--- src/rtl/alarm_controller.sv ---
// Alarm controller: BCD alarm time, match/trigger, ring timeout and optional snooze.
// Optional feature macro: ALARM_SNOOZE_EN (builds the SNOOZE state and snooze countdown).
module alarm_controller #(
    parameter int unsigned RING_SECS   = 60,
    parameter int unsigned SNOOZE_MINS = 5
) (
    input  logic        clk,
    input  logic        rst,
    input  logic        sec_tick,
    input  logic [12:0] time_bcd,
    input  logic [2:0]  sec_tens,
    input  logic [3:0]  sec_units,
    input  logic        alarm_set,
    input  logic        inc_h,
    input  logic        inc_m,
    input  logic        up_down,
    input  logic        arm,
    input  logic        snooze,
    input  logic        stop,
    output logic [12:0] alarm_time,
    output logic        ringing,
    output logic        snoozing,
    output logic        buzzer
);

    localparam int unsigned RING_W   = 8;
    localparam int unsigned SNZ_W    = 12;
    localparam int unsigned SNZ_LOAD = SNOOZE_MINS * 60;
    localparam logic [12:0] ALARM_RST = 13'h0380;

    localparam logic [1:0] S_IDLE   = 2'd0;
    localparam logic [1:0] S_RING   = 2'd1;
`ifdef ALARM_SNOOZE_EN
    localparam logic [1:0] S_SNOOZE = 2'd2;
`endif

    logic [1:0]        state, state_nxt;
    logic [RING_W-1:0] ring_cnt, ring_cnt_nxt, ring_inc;
    logic [12:0]       alarm_nxt;
    logic              match, match_q, trigger;
`ifdef ALARM_SNOOZE_EN
    logic [SNZ_W-1:0]  snz_cnt, snz_cnt_nxt;
`endif

    // BCD hour step, 00..23 wrapping both ways
    function automatic logic [5:0] step_hour(input logic [5:0] h, input logic up);
        logic [1:0] t;
        logic [3:0] u;
        t = h[5:4];
        u = h[3:0];
        if (up) begin
            if (t == 2'd2 && u == 4'd3) begin
                t = 2'd0;
                u = 4'd0;
            end else if (u == 4'd9) begin
                t = t + 2'd1;
                u = 4'd0;
            end else begin
                u = u + 4'd1;
            end
        end else begin
            if (t == 2'd0 && u == 4'd0) begin
                t = 2'd2;
                u = 4'd3;
            end else if (u == 4'd0) begin
                t = t - 2'd1;
                u = 4'd9;
            end else begin
                u = u - 4'd1;
            end
        end
        return {t, u};
    endfunction

    // BCD minute step, 00..59 wrapping both ways
    function automatic logic [6:0] step_min(input logic [6:0] m, input logic up);
        logic [2:0] t;
        logic [3:0] u;
        t = m[6:4];
        u = m[3:0];
        if (up) begin
            if (u == 4'd9) begin
                u = 4'd0;
                t = (t == 3'd5) ? 3'd0 : t + 3'd1;
            end else begin
                u = u + 4'd1;
            end
        end else begin
            if (u == 4'd0) begin
                u = 4'd9;
                t = (t == 3'd0) ? 3'd5 : t - 3'd1;
            end else begin
                u = u - 4'd1;
            end
        end
        return {t, u};
    endfunction

    always_comb begin
        alarm_nxt = alarm_time;
        if (alarm_set) begin
            if (inc_h) alarm_nxt[12:7] = step_hour(alarm_time[12:7], up_down);
            if (inc_m) alarm_nxt[6:0]  = step_min(alarm_time[6:0], up_down);
        end
    end

    // Rising edge of match fires once per alarm minute
    assign match   = arm & ~alarm_set & (time_bcd == alarm_time)
                   & (sec_tens == 3'd0) & (sec_units == 4'd0);
    assign trigger = match & ~match_q;
    assign ring_inc = (ring_cnt == {RING_W{1'b1}}) ? ring_cnt : ring_cnt + RING_W'(1);

    always_comb begin
        state_nxt    = state;
        ring_cnt_nxt = ring_cnt;
`ifdef ALARM_SNOOZE_EN
        snz_cnt_nxt  = snz_cnt;
`endif
        if (!arm || alarm_set) begin
            state_nxt = S_IDLE;
        end else begin
            case (state)
                S_IDLE: begin
                    if (trigger) begin
                        state_nxt    = S_RING;
                        ring_cnt_nxt = '0;
                    end
                end
                S_RING: begin
                    if (stop) begin
                        state_nxt = S_IDLE;
`ifdef ALARM_SNOOZE_EN
                    end else if (snooze) begin
                        state_nxt   = S_SNOOZE;
                        snz_cnt_nxt = SNZ_W'(SNZ_LOAD);
`endif
                    end else if (sec_tick) begin
                        ring_cnt_nxt = ring_inc;
                        if (ring_inc >= RING_W'(RING_SECS)) state_nxt = S_IDLE;
                    end
                end
`ifdef ALARM_SNOOZE_EN
                S_SNOOZE: begin
                    if (stop) begin
                        state_nxt = S_IDLE;
                    end else if (sec_tick) begin
                        snz_cnt_nxt = (snz_cnt == '0) ? snz_cnt : snz_cnt - SNZ_W'(1);
                        if (snz_cnt == SNZ_W'(1)) begin
                            state_nxt    = S_RING;
                            ring_cnt_nxt = '0;
                        end
                    end
                end
`endif
                default: state_nxt = S_IDLE;
            endcase
        end
    end

    always_ff @(posedge clk or negedge rst) begin
        if (!rst) begin
            state      <= S_IDLE;
            ring_cnt   <= '0;
            match_q    <= 1'b0;
            alarm_time <= ALARM_RST;
            ringing    <= 1'b0;
`ifdef ALARM_SNOOZE_EN
            snz_cnt    <= '0;
            snoozing   <= 1'b0;
`endif
        end else begin
            state      <= state_nxt;
            ring_cnt   <= ring_cnt_nxt;
            match_q    <= match;
            alarm_time <= alarm_nxt;
            ringing    <= (state_nxt == S_RING);
`ifdef ALARM_SNOOZE_EN
            snz_cnt    <= snz_cnt_nxt;
            snoozing   <= (state_nxt == S_SNOOZE);
`endif
        end
    end

`ifndef ALARM_SNOOZE_EN
    logic [SNZ_W:0] unused_snz;
    assign unused_snz = {snooze, SNZ_W'(SNZ_LOAD)};
    assign snoozing   = 1'b0;
`endif

    // 1 s on / 1 s off beep while ringing
    assign buzzer = ringing & ~sec_units[0];

endmodule

--- config.mk ---
export PLATFORM = sky130hd
export DESIGN_NAME = alarm_controller
export DESIGN_NICKNAME = d
export VERILOG_FILES = /design/src/rtl/alarm_controller.sv
export SDC_FILE = /design/constraint.sdc
export NUM_CORES = 1
export LEC_CHECK = 0
export ABC_AREA = 0
export CORE_UTILIZATION = 40
export CTS_CLUSTER_SIZE = 28
export DETAILED_ROUTE_END_ITERATION = 6
export PLACE_DENSITY = 0.75
export SETUP_SLACK_MARGIN = 0.3
export SLEW_MARGIN = 40
export SYNTH_ARGS = -nofsm -noshare
export SYNTH_HDL_FRONTEND = slang
export SYNTH_SLANG_ARGS = --single-unit
--- constraint.sdc ---
create_clock -name clk -period 2.5 [get_ports clk]
set_input_delay 0.75 -clock clk [delete_from_list [all_inputs] [get_ports clk]]
set_output_delay 0.75 -clock clk [all_outputs]
set_load 0.005 [all_outputs]
== Word level (Yosys, flattened, before mapping) ==
Cells that the tools add are included.
W data, S select, Z words.

* Output and inout bits: 16
* Bits in registers: 25
* Bits of input ports: 30
* Logic and storage cells: 90

* Bitwise logic cells: 10
* Muxes and demuxes: 29
* $add $sub $neg: 9
* Equal/unequal tests: 14
* Magnitude comparators: 1
* Reductions and logical operators: 19

{| class="wikitable"
|+ Operators with widths
! operator !! number
|-
| $mux W4 || 8
|-
| $mux W8 || 4
|-
| $mux W2 || 10
|-
| $pmux W8 S2 || 1
|-
| $mux W3 || 5
|-
| $eq A13 B13 Y1 || 1
|-
| $logic_not A4 Y1 || 3
|-
| $add A4 B1 Y4 const B || 2
|-
| $add A8 B1 Y8 const B || 1
|-
| $eq A4 B4 Y1 const B || 2
|-
| $eq A8 B8 Y1 const B || 1
|-
| $ge A8 B6 Y1 const B || 1
|-
| $reduce_and A4 Y1 || 2
|-
| $sub A4 B1 Y4 const B || 2
|-
| $and A1 B1 Y1 || 6
|-
| $logic_not A3 Y1 || 2
|-
| $ne A2 B2 Y1 const B || 3
|-
| $reduce_and A5 Y1 || 1
|-
| $eq A2 B1 Y1 const B || 2
|-
| $eq A4 B2 Y1 const B || 1
|-
| $logic_not A2 Y1 || 2
|-
| $not A1 Y1 || 4
|-
| $pmux W2 S2 || 1
|-
| $reduce_and A2 Y1 || 2
|-
| other kinds (13) || 15
|}

== Longest topological paths before layout ==
Gate-level depths: netlist of the first run.

* Word-level depth: 10
* Gate-level depth with buffers: 8

== Least setup slack after synthesis of the first run ==
OpenSTA, ideal clock, no wires.

* Kind: input-to-reg
* From: input sec_tens[1]
* To: register ring_cnt[5]
* Arrival: 2071 ps
* Path buffers: 1
* Stages on the path: 7
* Path slack: 355 ps
* Cell sequence: nor4_2 -> nand4_1 -> nor4_2 -> a22oi_2 -> buf_6 -> o31a_1 -> o21ai_2

* Longest elaborated chain between the ends: 6

{| class="wikitable"
|+ RTL lines
! item !! line !! RTL
|-
| start: declaration || 11 || <nowiki>input logic [2:0] sec_tens,</nowiki>
|-
| $logic_not A3 Y1 || 109 || <nowiki>& (sec_tens == 3'd0) & (sec_units == 4'd0);</nowiki>
|-
| $and A1 B1 Y1 (2 in a row) || 109 ||
|-
| $and A1 B1 Y1 || 110 || <nowiki>assign trigger = match & ~match_q;</nowiki>
|-
| $ne A2 B2 Y1 (no source line) || - ||
|-
| $reduce_and A5 Y1 (no source line) || - ||
|-
| end signal: assignment || 173 || <nowiki>ring_cnt <= ring_cnt_nxt;</nowiki>
|-
| end: declaration || 38 || <nowiki>logic [RING_W-1:0] ring_cnt, ring_cnt_nxt, ring_inc;</nowiki>
|}

Every way passes these cells.
A chain may end at the register's enable or synchronous reset.

== Worst setup path in the final report of the first run ==
* From: register alarm_time[3]
* To: output alarm_time[3]

{| class="wikitable"
|+ RTL lines
! item !! line !! RTL
|-
| start: declaration || 20 || <nowiki>output logic [12:0] alarm_time,</nowiki>
|-
| start signal: assignment || 175 || <nowiki>alarm_time <= alarm_nxt;</nowiki>
|}

No word-level cell between the ends.

==> metrics.md, run 1 <==
| Metric | Value |
|---|---|
| Max-slew violation total from the final report | 0 |
| Placement-stage cell area | 0.002484 mm^2 |
| HPWL after DPL | 3.437 mm |
| Leakage Power | 1.225 nW |
| Area share of the largest cell type after synthesis | 0.2821 |
| Largest net degree at the start of global routing | 26 |
| Root Driver | clkbuf_8 |
| Mapped Avg Cell Area | 8.714 um^2 |
| Number of input and output port buffers inserted | 43 |
| Maximum level of the CTS H-tree | 1 |
| Routed len/inst | 13.78 um |
| Violation count after the first detailed-route iteration | 125 |
| Number of buffers created by CTS | 3 |
| Part of the Yosys area used for sequential elements | 0.3224 |
| Number of enable-type register cells in the synthesized netlist | 0 |
| Gr usage total | 0.1941 |
| Met2 usage in global routing | 0.2998 |
| Final clock skew | 0.008454 ns |
| Detailed Routing Iterations Pass 1 | 7 |
| Worst vdd rail ir drop | 0.5947 mV |
| CTS clk-pin slew, worst paths | 0.10 ns |
| Layout area overhead | 39.10% |
| Top post-synthesis cells by area | dfrtp_1 28%, ha_1 5.1%, xnor2_1 4.9% |
| Met1 Track Usage GR | 0.2771 |
| Number of global-route vias before repair | 1738 |
| Area of the mapped netlist | 0.001952 mm^2 |
| Floorplan die height | 71.86 um |
| Maximum frequency from static timing analysis | 468.1 MHz |
| Post-synth top cells | 22 x dfrtp_1, 18 x nand2_1, 16 x o21ai_0 |
| Kind of end point of the critical path | output port |
| Total core area | 0.004723 mm^2 |
| Classification of the worst-slack hold path | reg2reg |
| Worst Path Class, Setup | reg2out |
| Number of buffer and inverter instances along the worst setup path | 1 |
| Top FF cell, synth | dfrtp_1 |
| GRT overflow | 0 |
| Effective utilization at floorplan | 0.4132 |
| Average vias per placed instance | 5.462 |
| Initial antenna violation count | 0 |
| Clock network latency to the later pin of the worst-skew pair | 0.28 ns |
| Leading cell type by number of instances after synthesis | dfrtp_1 |
| Worst Setup Start Kind | register |
| Launch instance of the worst register-to-register path | alarm_time[8]$_DFFE_PN1P_ |
| Cells after Synth | 224 |
| ANT nets after route | 0 |
| Clock tree buffer depth | 2 |
| Cell accounting for the most synthesized area | dfrtp_1 |
| Min Clock Period, post-route | 2.136 ns |
| Cells along the critical path | clkdlybuf4s50_1 |
| Hold Crit Start | ring_cnt[1]$_DFFE_PN0P_ |
| Finish-stage setup viols | 0 |
| Crit path largest cell delay | 0.57 ns |
| Number of cells on the worst reg-to-reg path | 7 |
| Met3 global-route usage | 0.02813 |
| Die W | 71.86 um |
| Share of the cycle needed by the critical path after routing | 0.8545 |
| Antenna Diode Count | 0 |
| Number of synthesis warnings | 0 |
| Worst hold stages | 2 |
| FFs w/ async S/R, synth | 1.000 |
| Total count of hold-check failures in the final report | 0 |
| Register-to-register setup slack | 0.44 ns |
| Most used routing layer | met2 |
| CP top delay family | buffers and inverters |
| Share of the core filled with cells in the final layout | 0.5748 |
| Final routed wirelength across all metal layers | 4.838 mm |
| Placer's final routability congestion estimate | 0.8995 |
| NumNets Final | 323 |
| WHS | 0.5760 ns |
| Die Outline Area | 0.005163 mm^2 |
| Worst R2R End | alarm_time[11]$_DFFE_PN0P_ |
| Share of post-route cells with drive strength above 1 | 0.2183 |
| Required @ worst endpoint | 1.75 ns |
| First-pass GRT wire length | 7.886 mm |
| Reported max-cap violation count | 0 |
| End of the worst hold path | ring_cnt[1]$_DFFE_PN0P_ |
| Sink Count | 25 |
| Number of standard-cell rows in the floorplan | 25 |
| Result of the run | finished with violations |
| Synthesized flop and latch total | 25 |
| I/O pin count | 46 |
| Unique masters post-synth | 56 |
| TritonCTS clock tree | yes |
| Final instance area | 0.002715 mm^2 |
| Violated checks | DRC |
| RSZ-0062 raised after global routing | false |
| Drt drc | 2 |
| Total number of vias | 1917 |
| Power per cell area | 803.6 mW/mm^2 |
| Crit path max fanout | 7 |
| Cell with the largest stage delay on the worst path | clkdlybuf4s50_1 |
| Arrival time at the worst endpoint | 1.39 ns |
[how the worst max path moves through the flow]
stage / from / endpoint / cells after the start
2_1_floorplan: sec_tens[1] / ring_cnt[5]$_DFFE_PN0P_ / 7
3_3_place_gp: sec_tens[1] / ring_cnt[7]$_DFFE_PN0P_ / 7
3_5_place_dp: sec_tens[1] / ring_cnt[1]$_DFFE_PN0P_ / 7
4_1_cts: alarm_time[2]$_DFFE_PN0P_ / alarm_time[2] / 1
5_1_grt: sec_tens[2] / ring_cnt[7]$_DFFE_PN0P_ / 8
6_report: alarm_time[3]$_DFFE_PN0P_ / alarm_time[3] / 1
[sequential cells by signal, summed over array words and instances (netlist names)]
| signal | cells |
|---|---|
| alarm_time | 13 |
| ring_cnt | 8 |
| state | 2 |
| match_q | 1 |
| ringing | 1 |
[cells by family after synthesis]
family                   after synthesis  share of synthesized area
AND/OR/NAND/NOR                       83                     0.2256
AO/OA/AOI/OAI                         62                     0.2147
flip-flops                            25                     0.3224
buffers and inverters                 23                    0.06409
XOR/XNOR                              17                    0.09359
adder cells (fa/ha/maj)                8                    0.05128
multiplexers                           5                    0.02628
other                                  1                   0.001921
[metal layers]
| metal | vias up | share of wire |
|---|---|---|
| li1 | 941 | - |
| met1 | 912 | 0.47 |
| met2 | 60 | 0.48 |
| met3 | 4 | 0.042 |
| met4 | 0 | 0.0062 |
| met5 | - | 0 |
[area by class of cell]
class	count	area, um^2
Clock inverter	1	7.507
Sequential cell	25	635.6
Tap cell	67	83.83
Inverter	13	48.80
Timing Repair Buffer	65	584.3
Multi-Input combinational cell	177	1314
Fill cell	399	2008
Clock buffer	3	41.29
[stage by stage]
step | instances | TNS (ns) | power (W) | setup WS [ns]
2_1_floorplan | 225 | 0 | 0.001419 | 0.3550
3_3_place_gp | 337 | -1.701 | 0.001764 | -0.2492
3_5_place_dp | 337 | -1.926 | 0.001787 | -0.2779
4_1_cts | 350 | 0 | 0.002143 | 0.2719
5_1_grt | 351 | 0 | 0.002345 | 0.3116
6_report | 351 | 0 | 0.002182 | 0.3637
[power by group]
part           total [W]  internal, W  switching [W]
Sequential      0.000828     0.000543       0.000285
Combinational    0.00110     0.000616       0.000483
Clock           0.000255     0.000113       0.000142
[cells in the final DEF, fill, tap and decap left out, types with 7 or more instances in the layout]
cell type,instances
nor3_1,7
nand2_1,18
o21ai_0,16
buf_4,20
nand3_1,10
inv_1,12
a31oi_1,7
nor2_1,12
clkdlybuf4s50_1,19
dlygate4sd2_1,16
nand4_1,9
ha_1,8
xnor2_2,12
dfrtp_1,17
a21oi_1,11
[repair_timing]
action	in CTS	in global routing
setup buffers	9	1
resized for setup	36	16
hold buffers	0	0
pin swaps	9	8
endpoints found under the setup margin	14	14
No activity file was read; power rests on OpenSTA's default activity.
==> run 2, diff against run 1 <==
Settings changed: CTS_CLUSTER_SIZE 28 to default, SLEW_MARGIN 40 to default.
Clock period 2.5 ns to 2.7 ns, I/O delays scaled along.
==> metrics.md, run 2 (synthesis gave the netlist of run 1 again) <==
| Metric | Value |
|---|---|
| Placer's final routability congestion estimate | 0.8196 (was 0.8995) |
| HPWL after DPL | 3.388 mm (was 3.437 mm) |
| Number of buffers created by CTS | 3 (unchanged) |
| Floorplan die height | 71.86 um (unchanged) |
| Violation count after the first detailed-route iteration | 170 (was 125) |
| First-pass GRT wire length | 7.569 mm (was 7.886 mm) |
| Clock network latency to the later pin of the worst-skew pair | 0.28 ns (about the same) |
| ANT nets after route | 0 (unchanged) |
| Maximum frequency from static timing analysis | 419.4 MHz |
| Drt drc | 2 (unchanged) |
| Power per cell area | 727.7 mW/mm^2 (was 803.6 mW/mm^2) |
| Largest registers in the final layout | alarm_time (13), ring_cnt (8), state (2) (unchanged) |
| CTS clk-pin slew, worst paths | 0.10 ns (about the same) |
| Routed len/inst | 14.12 um (was 13.78 um) |
| Clock tree buffer depth | 2 (unchanged) |
| Gr usage total | 0.1836 (was 0.1941) |
| Final routed wirelength across all metal layers | 4.842 mm (was 4.838 mm) |
| Classification of the worst-slack hold path | reg2reg (unchanged) |
| Number of global-route vias before repair | 1607 (was 1738) |
| Worst hold stages | 2 (unchanged) |
| Final clock skew | 0.008271 ns (was 0.008454 ns) |
| Total core area | 0.004723 mm^2 (unchanged) |
| Number of input and output port buffers inserted | 43 (unchanged) |
| GRT overflow | 0 (unchanged) |
| Finish-stage setup viols | 0 (unchanged) |
| Worst Setup Start Kind | primary input (was register) |
| Most common cell after layout, fill and taps aside | clkdlybuf4s50_1 (was buf_4) |
| Sink Count | 25 (unchanged) |
| End of the worst hold path | ring_cnt[1]$_DFFE_PN0P_ (unchanged) |
| WHS | 0.5713 ns (was 0.5760 ns) |
| Worst R2R End | alarm_time[11]$_DFFE_PN0P_ (unchanged) |
| Total count of hold-check failures in the final report | 0 (unchanged) |
| Average vias per placed instance | 5.411 (was 5.462) |
| Register-to-register setup slack | 0.67 ns (was 0.44 ns) |
| Arrival time at the worst endpoint | 2.61 ns (was 1.39 ns) |
| Largest net degree at the start of global routing | 26 (unchanged) |
| Worst Path Class, Setup | in2reg (was reg2out) |
| Most frequent cells in the layout | 28 x clkdlybuf4s50_1, 22 x dfrtp_1, 18 x nand2_1 (was 20 x buf_4, 19 x clkdlybuf4s50_1, 18 x nand2_1) |
| Min Clock Period, post-route | 2.384 ns |
| Worst vdd rail ir drop | 0.4006 mV (was 0.5947 mV) |
| Total number of vias | 1856 (was 1917) |
| Reg with most FFs | alarm_time (unchanged) |
| # hold bufs at CTS | 0 (unchanged) |
| I/O pin count | 46 (unchanged) |
| Result of the run | finished with violations (unchanged) |
| Violated checks | DRC (unchanged) |
| Die Outline Area | 0.005163 mm^2 (unchanged) |
| TritonCTS clock tree | yes (unchanged) |
| Share of the cycle needed by the critical path after routing | 0.8830 |
| Cell with the largest stage delay on the worst path | clkdlybuf4s50_1 (unchanged) |
| Root Driver | clkbuf_8 (unchanged) |
| Cells along the critical path | clkdlybuf4s50_1 > xnor2_2 > nand4_1 > nor4_4 > a22oi_2 > o31ai_2 > o211a_1 (was clkdlybuf4s50_1) |
| Final std cells w/o fill | 343 (was 351) |
| Total placed cells including tap cells | 332 (was 337) |
| Effective utilization at floorplan | 0.4132 (unchanged) |
| Initial antenna violation count | 0 (unchanged) |
| Maximum level of the CTS H-tree | 1 (unchanged) |
| Detailed Routing Iterations Pass 1 | 7 (unchanged) |
| Sum of negative setup slack | 0 ns (unchanged) |
| Number of standard-cell rows in the floorplan | 25 (unchanged) |
| Crit path largest cell delay | 0.52 ns (was 0.57 ns) |
| Max-slew violation total from the final report | 0 (unchanged) |
| Antenna Diode Count | 0 (unchanged) |
| Crit path max fanout | 6 (was 7) |
| Die W | 71.86 um (unchanged) |
| RSZ-0062 raised after global routing | false (unchanged) |
| Reported max-cap violation count | 0 (unchanged) |
| Number of cells on the worst reg-to-reg path | 6 (was 7) |
| Share of the core filled with cells in the final layout | 0.5592 (was 0.5748) |
| Layout area overhead | 35.32% (was 39.10%) |
| Share of post-route cells with drive strength above 1 | 0.1558 (was 0.2183) |
| Required @ worst endpoint | 2.92 ns (was 1.75 ns) |
| Hold Crit Start | ring_cnt[1]$_DFFE_PN0P_ (unchanged) |
| Kind of end point of the critical path | register (was output port) |
| Launch instance of the worst register-to-register path | alarm_time[7]$_DFFE_PN1P_ (was alarm_time[8]$_DFFE_PN1P_) |
| Leakage Power | 1.167 nW (was 1.225 nW) |
| Largest register FFs | 13 (unchanged) |
| NumNets Final | 315 (was 323) |
[run 2: worst max path at each step]
stage	from	end	slack (ns)	depth (start not counted)
2_1_floorplan	sec_tens[1]	ring_cnt[5]$_DFFE_PN0P_	0.49	7
3_3_place_gp	sec_tens[1]	ring_cnt[7]$_DFFE_PN0P_	-0.12	7
3_5_place_dp	sec_tens[1]	ring_cnt[5]$_DFFE_PN0P_	-0.14	7
4_1_cts	alarm_set	ring_cnt[6]$_DFFE_PN0P_	0.29	7
5_1_grt	time_bcd[3]	ring_cnt[0]$_DFFE_PN0P_	0.23	7
6_report	time_bcd[3]	ring_cnt[7]$_DFFE_PN0P_	0.32	7
[run 2: layout make-up]
class,count,area [um^2]
clock buffer,3,41.29
clock inverter,1,7.507
fill,424,2082
inverter,13,48.80
multi-input combinational,178,1299
sequential,25,629.4
tap,67,83.83
timing repair buffer,56,531.8
[run 2: critical path, delay by kind of cell]
| family | cells | cell delay (ns) |
|---|---|---|
| and+or+nand+nor | 2 | 0.51 |
| xor gates and xnor gates | 1 | 0.15 |
| buffers and inverters | 1 | 0.52 |
| AOI/OAI and AO/OA | 3 | 0.60 |
[run 2: power breakdown]
group          switching, W  internal (W)  total (W)  leakage (nW)
registers          0.000277      0.000496   0.000773         0.304
clock network      0.000134      0.000105   0.000238        0.0217
logic              0.000396      0.000515   0.000910         0.842
[run 2: layer usage]
metal	up-vias	share of wire	track usage
li1	922	-	-
met1	875	0.48	0.2639
met2	59	0.47	0.2820
met3	0	0.052	0.02954
met4	0	0	0.05882
met5	-	0	0
[run 2: metrics by stage]
step           area (um^2)  total power (W)  worst slack [ns]
2_1_floorplan         1956         0.001314            0.4950
3_3_place_gp          2446         0.001601           -0.1200
3_5_place_dp          2446         0.001628           -0.1358
4_1_cts               2567         0.001902            0.2912
5_1_grt               2641         0.002071            0.2332
6_report              2641         0.001922            0.3158
[run 2: what timing repair did]
action | CTS | global route
pin swaps | 9 | 7
cloned | 1 | 0
setup endpoints to repair | 9 | 8
buffers inserted | 4 | 2
resized for setup | 16 | 13
==> run 3, diff against run 2 <==
Settings changed: CORE_UTILIZATION 40 to 54, PLACE_DENSITY 0.75 to 0.95.
==> metrics.md, run 3 (synthesis gave the netlist of run 1 again) <==
| Metric | Value |
|---|---|
| Result of the run | finished clean (was finished with violations) |
| Filler instances | 224 (was 424) |
| Net switching power | 0.0008274 W (was 0.0008065 W) |
| Clock network latency to the later pin of the worst-skew pair | 0.35 ns (was 0.28 ns) |
| Crit path largest cell delay | 0.48 ns (was 0.52 ns) |
| Relative slew slack | 0.6423 |
| Share of post-route cells with drive strength above 1 | 0.1460 (was 0.1558) |
| Most common cell after layout, fill and taps aside | clkdlybuf4s50_1 (unchanged) |
| NumNets Final | 313 (was 315) |
| Sum of negative setup slack | 0 ns (unchanged) |
| Min Clock Period, post-route | 2.385 ns (was 2.384 ns) |
| Final routed wirelength across all metal layers | 5.405 mm (was 4.842 mm) |
| I/O pin count | 46 (unchanged) |
| Number of buffer and inverter instances along the worst setup path | 1 (unchanged) |
| Part of the power in registers | 0.406 (was 0.402) |
| Met2 usage in global routing | 0.5110 (was 0.2820) |
| Share of the cycle needed by the critical path after routing | 0.8834 (was 0.8830) |
| Largest register FFs | 13 (unchanged) |
| Finish-stage setup viols | 0 (unchanged) |
| Met1 Track Usage GR | 0.3137 (was 0.2639) |
| Leakage Power | 1.112 nW (was 1.167 nW) |
| Layout area overhead | 31.54% (was 35.32%) |
| Total count of hold-check failures in the final report | 0 (unchanged) |
| HPWL after DPL | 3.810 mm (was 3.388 mm) |
| Power per cell area | 741.5 mW/mm^2 (was 727.7 mW/mm^2) |
| ANT nets after route | 0 (unchanged) |
| Violation count after the first detailed-route iteration | 223 (was 170) |
| Switching portion of total power | 0.4346 (was 0.4196) |
| Maximum frequency from static timing analysis | 419.3 MHz (was 419.4 MHz) |
| Effective utilization at floorplan | 0.5759 (was 0.4132) |
| First-pass GRT wire length | 8.949 mm (was 7.569 mm) |
| CP top delay family | simple AND/OR/NAND/NOR gates (was compound AO/OA/AOI/OAI gates) |
| Slew of the pin with the lowest slew margin | 0.5329 ns |
| Root Driver | clkbuf_4 (was clkbuf_8) |
| Placement-stage cell area | 0.002427 mm^2 (was 0.002446 mm^2) |
| Required @ worst endpoint | 3.00 ns (was 2.92 ns) |
| Worst Path Class, Setup | in2reg (unchanged) |
| Reg with most FFs | alarm_time (unchanged) |
| Number of buffers created by CTS | 3 (unchanged) |
| Area taken by multi-input logic gates | 0.001286 mm^2 (was 0.001299 mm^2) |
| Detailed Routing Iterations Pass 1 | 4 (was 7) |
| Most frequent cells in the layout | 37 x clkdlybuf4s50_1, 20 x dfrtp_1, 18 x nand2_1 (was 28 x clkdlybuf4s50_1, 22 x dfrtp_1, 18 x nand2_1) |
| Classification of the worst-slack hold path | reg2reg (unchanged) |
| Total number of vias | 1982 (was 1856) |
| Drt drc | 0 (was 2) |
| RSZ-0062 raised after global routing | true (was false) |
| Number of global-route vias before repair | 2019 (was 1607) |
| Crit path max fanout | 6 (unchanged) |
| Maximum level of the CTS H-tree | 1 (unchanged) |
| Average vias per placed instance | 6.194 (was 5.411) |
| Placer's final routability congestion estimate | 0.8722 (was 0.8196) |
| TritonCTS clock tree | yes (unchanged) |
| GRT overflow | 0 (unchanged) |
| Total core area | 0.003390 mm^2 (was 0.004723 mm^2) |
| Sequential cell area | 631.9 um^2 (was 629.4 um^2) |
| Largest net degree at the start of global routing | 26 (unchanged) |
| Die W | 62.12 um (was 71.86 um) |
| Most used routing layer | met2 (unchanged) |
| Die Outline Area | 0.003859 mm^2 (was 0.005163 mm^2) |
| Initial antenna violation count | 0 (unchanged) |
| Gr usage total | 0.2942 (was 0.1836) |
| Number of standard-cell rows in the floorplan | 21 (was 25) |
| Reported max-cap violation count | 0 (unchanged) |
| Cells along the critical path | clkdlybuf4s50_1 > xnor2_1 > nand4_1 > nor4_4 > a22oi_2 > o31a_1 > o21ai_2 (was clkdlybuf4s50_1 > xnor2_2 > nand4_1 > nor4_4 > a22oi_2 > o31ai_2 > o211a_1) |
| Max-slew violation total from the final report | 0 (unchanged) |
| Routed len/inst | 16.89 um (was 14.12 um) |
| Number of input and output port buffers inserted | 43 (unchanged) |
| Clock tree buffer depth | 2 (unchanged) |
| Arrival time at the worst endpoint | 2.68 ns (was 2.61 ns) |
| Final instance area | 0.002567 mm^2 (was 0.002641 mm^2) |
| Antenna Diode Count | 0 (unchanged) |
| Cell with the largest stage delay on the worst path | clkdlybuf4s50_1 (unchanged) |
| P_int | 0.001076 W (was 0.001116 W) |
| Kind of end point of the critical path | register (unchanged) |
| Worst vdd rail ir drop | 0.5444 mV (was 0.4006 mV) |
| Sink Count | 25 (unchanged) |
| Final clock skew | 0.02780 ns (was 0.008271 ns) |
| Largest registers in the final layout | alarm_time (13), ring_cnt (8), state (2) (unchanged) |
| Met3 global-route usage | 0.08640 (was 0.02954) |
| Part of the power in combinational logic | 0.497 (was 0.474) |
| Floorplan die height | 62.12 um (was 71.86 um) |
| CTS clk-pin slew, worst paths | 0.16 ns (was 0.10 ns) |
| Worst Setup Start Kind | primary input (unchanged) |
| Part of the total power dissipated in the clock network | 0.097 (was 0.124) |
-- run 3: per-layer routing --
layer,vias to the layer above,wire [um]
met5,-,0
met4,0,165
met3,19,375
met2,110,2746
met1,925,2117
li1,928,-
-- run 3: cell type report --
| cell class | count | area share |
|---|---|---|
| sequential | 25 | 0.2461 |
| clock buffer | 4 | 0.01023 |
| multi-input combinational | 178 | 0.5010 |
| timing repair buffer | 54 | 0.2013 |
| tap | 46 | 0.02242 |
| inverter | 13 | 0.01901 |
-- run 3: worst register-to-register path, delay by kind of cell (launching register included) --
family | cells | cell delay [ns]
XOR/XNOR | 1 | 0.17
AO/OA/AOI/OAI | 3 | 0.62
AND/OR/NAND/NOR | 2 | 0.62
flip-flops | 1 | 0.66
-- run 3: power groups by stage --
stage	Combinational [W]	Sequential, W	Clock (W)
2_1_floorplan	0.000693	0.000622	0
3_3_place_gp	0.000838	0.000749	0
3_5_place_dp	0.000884	0.000754	0
4_1_cts	0.000904	0.000754	0.000186
5_1_grt	0.00105	0.000803	0.000199
6_report	0.000946	0.000773	0.000184
-- run 3: what timing repair did --
item | in CTS | in global routing
buffers inserted | 1 | 2
pin swaps | 2 | 10
gates cloned | 1 | 0
setup endpoints to repair | 9 | 9
gates resized for setup | 8 | 11
hold buffers | 0 | 0
-- run 3: worst paths after layout --
| check | startpoint | endpoint | slack, ns | depth (start not counted) |
|---|---|---|---|---|
| worst max-delay path | time_bcd[7] | ring_cnt[5]$_DFFE_PN0P_ | 0.31 | 7 |
| worst min-delay path | ring_cnt[1]$_DFFE_PN0P_ | ring_cnt[1]$_DFFE_PN0P_ | 0.59 | 2 |
| worst max register to register | alarm_time[7]$_DFFE_PN1P_ | ring_cnt[5]$_DFFE_PN0P_ | 0.61 | 6 |
| worst min register to register | ring_cnt[1]$_DFFE_PN0P_ | ring_cnt[1]$_DFFE_PN0P_ | 0.59 | 2 |
| max in group asynchronous | rst | alarm_time[9]$_DFFE_PN1P_ | 1.57 | 2 |
| min in group asynchronous | rst | state[1]$_DFF_PN0_ | 0.80 | 2 |
-- run 3: through the flow --
step	util	hold slack [ns]	setup WS (ns)	instances	total power, W
after floorplan	-	0.5144	0.4950	225	0.001314
after global placement	0.7161	0.5512	-0.04960	312	0.001587
after detailed placement	0.7161	0.5633	-0.1934	312	0.001638
after CTS	0.7353	0.5830	0.3090	318	0.001844
after global routing	0.7575	0.6373	0.1971	320	0.002051
final	0.7575	0.5945	0.3148	320	0.001904
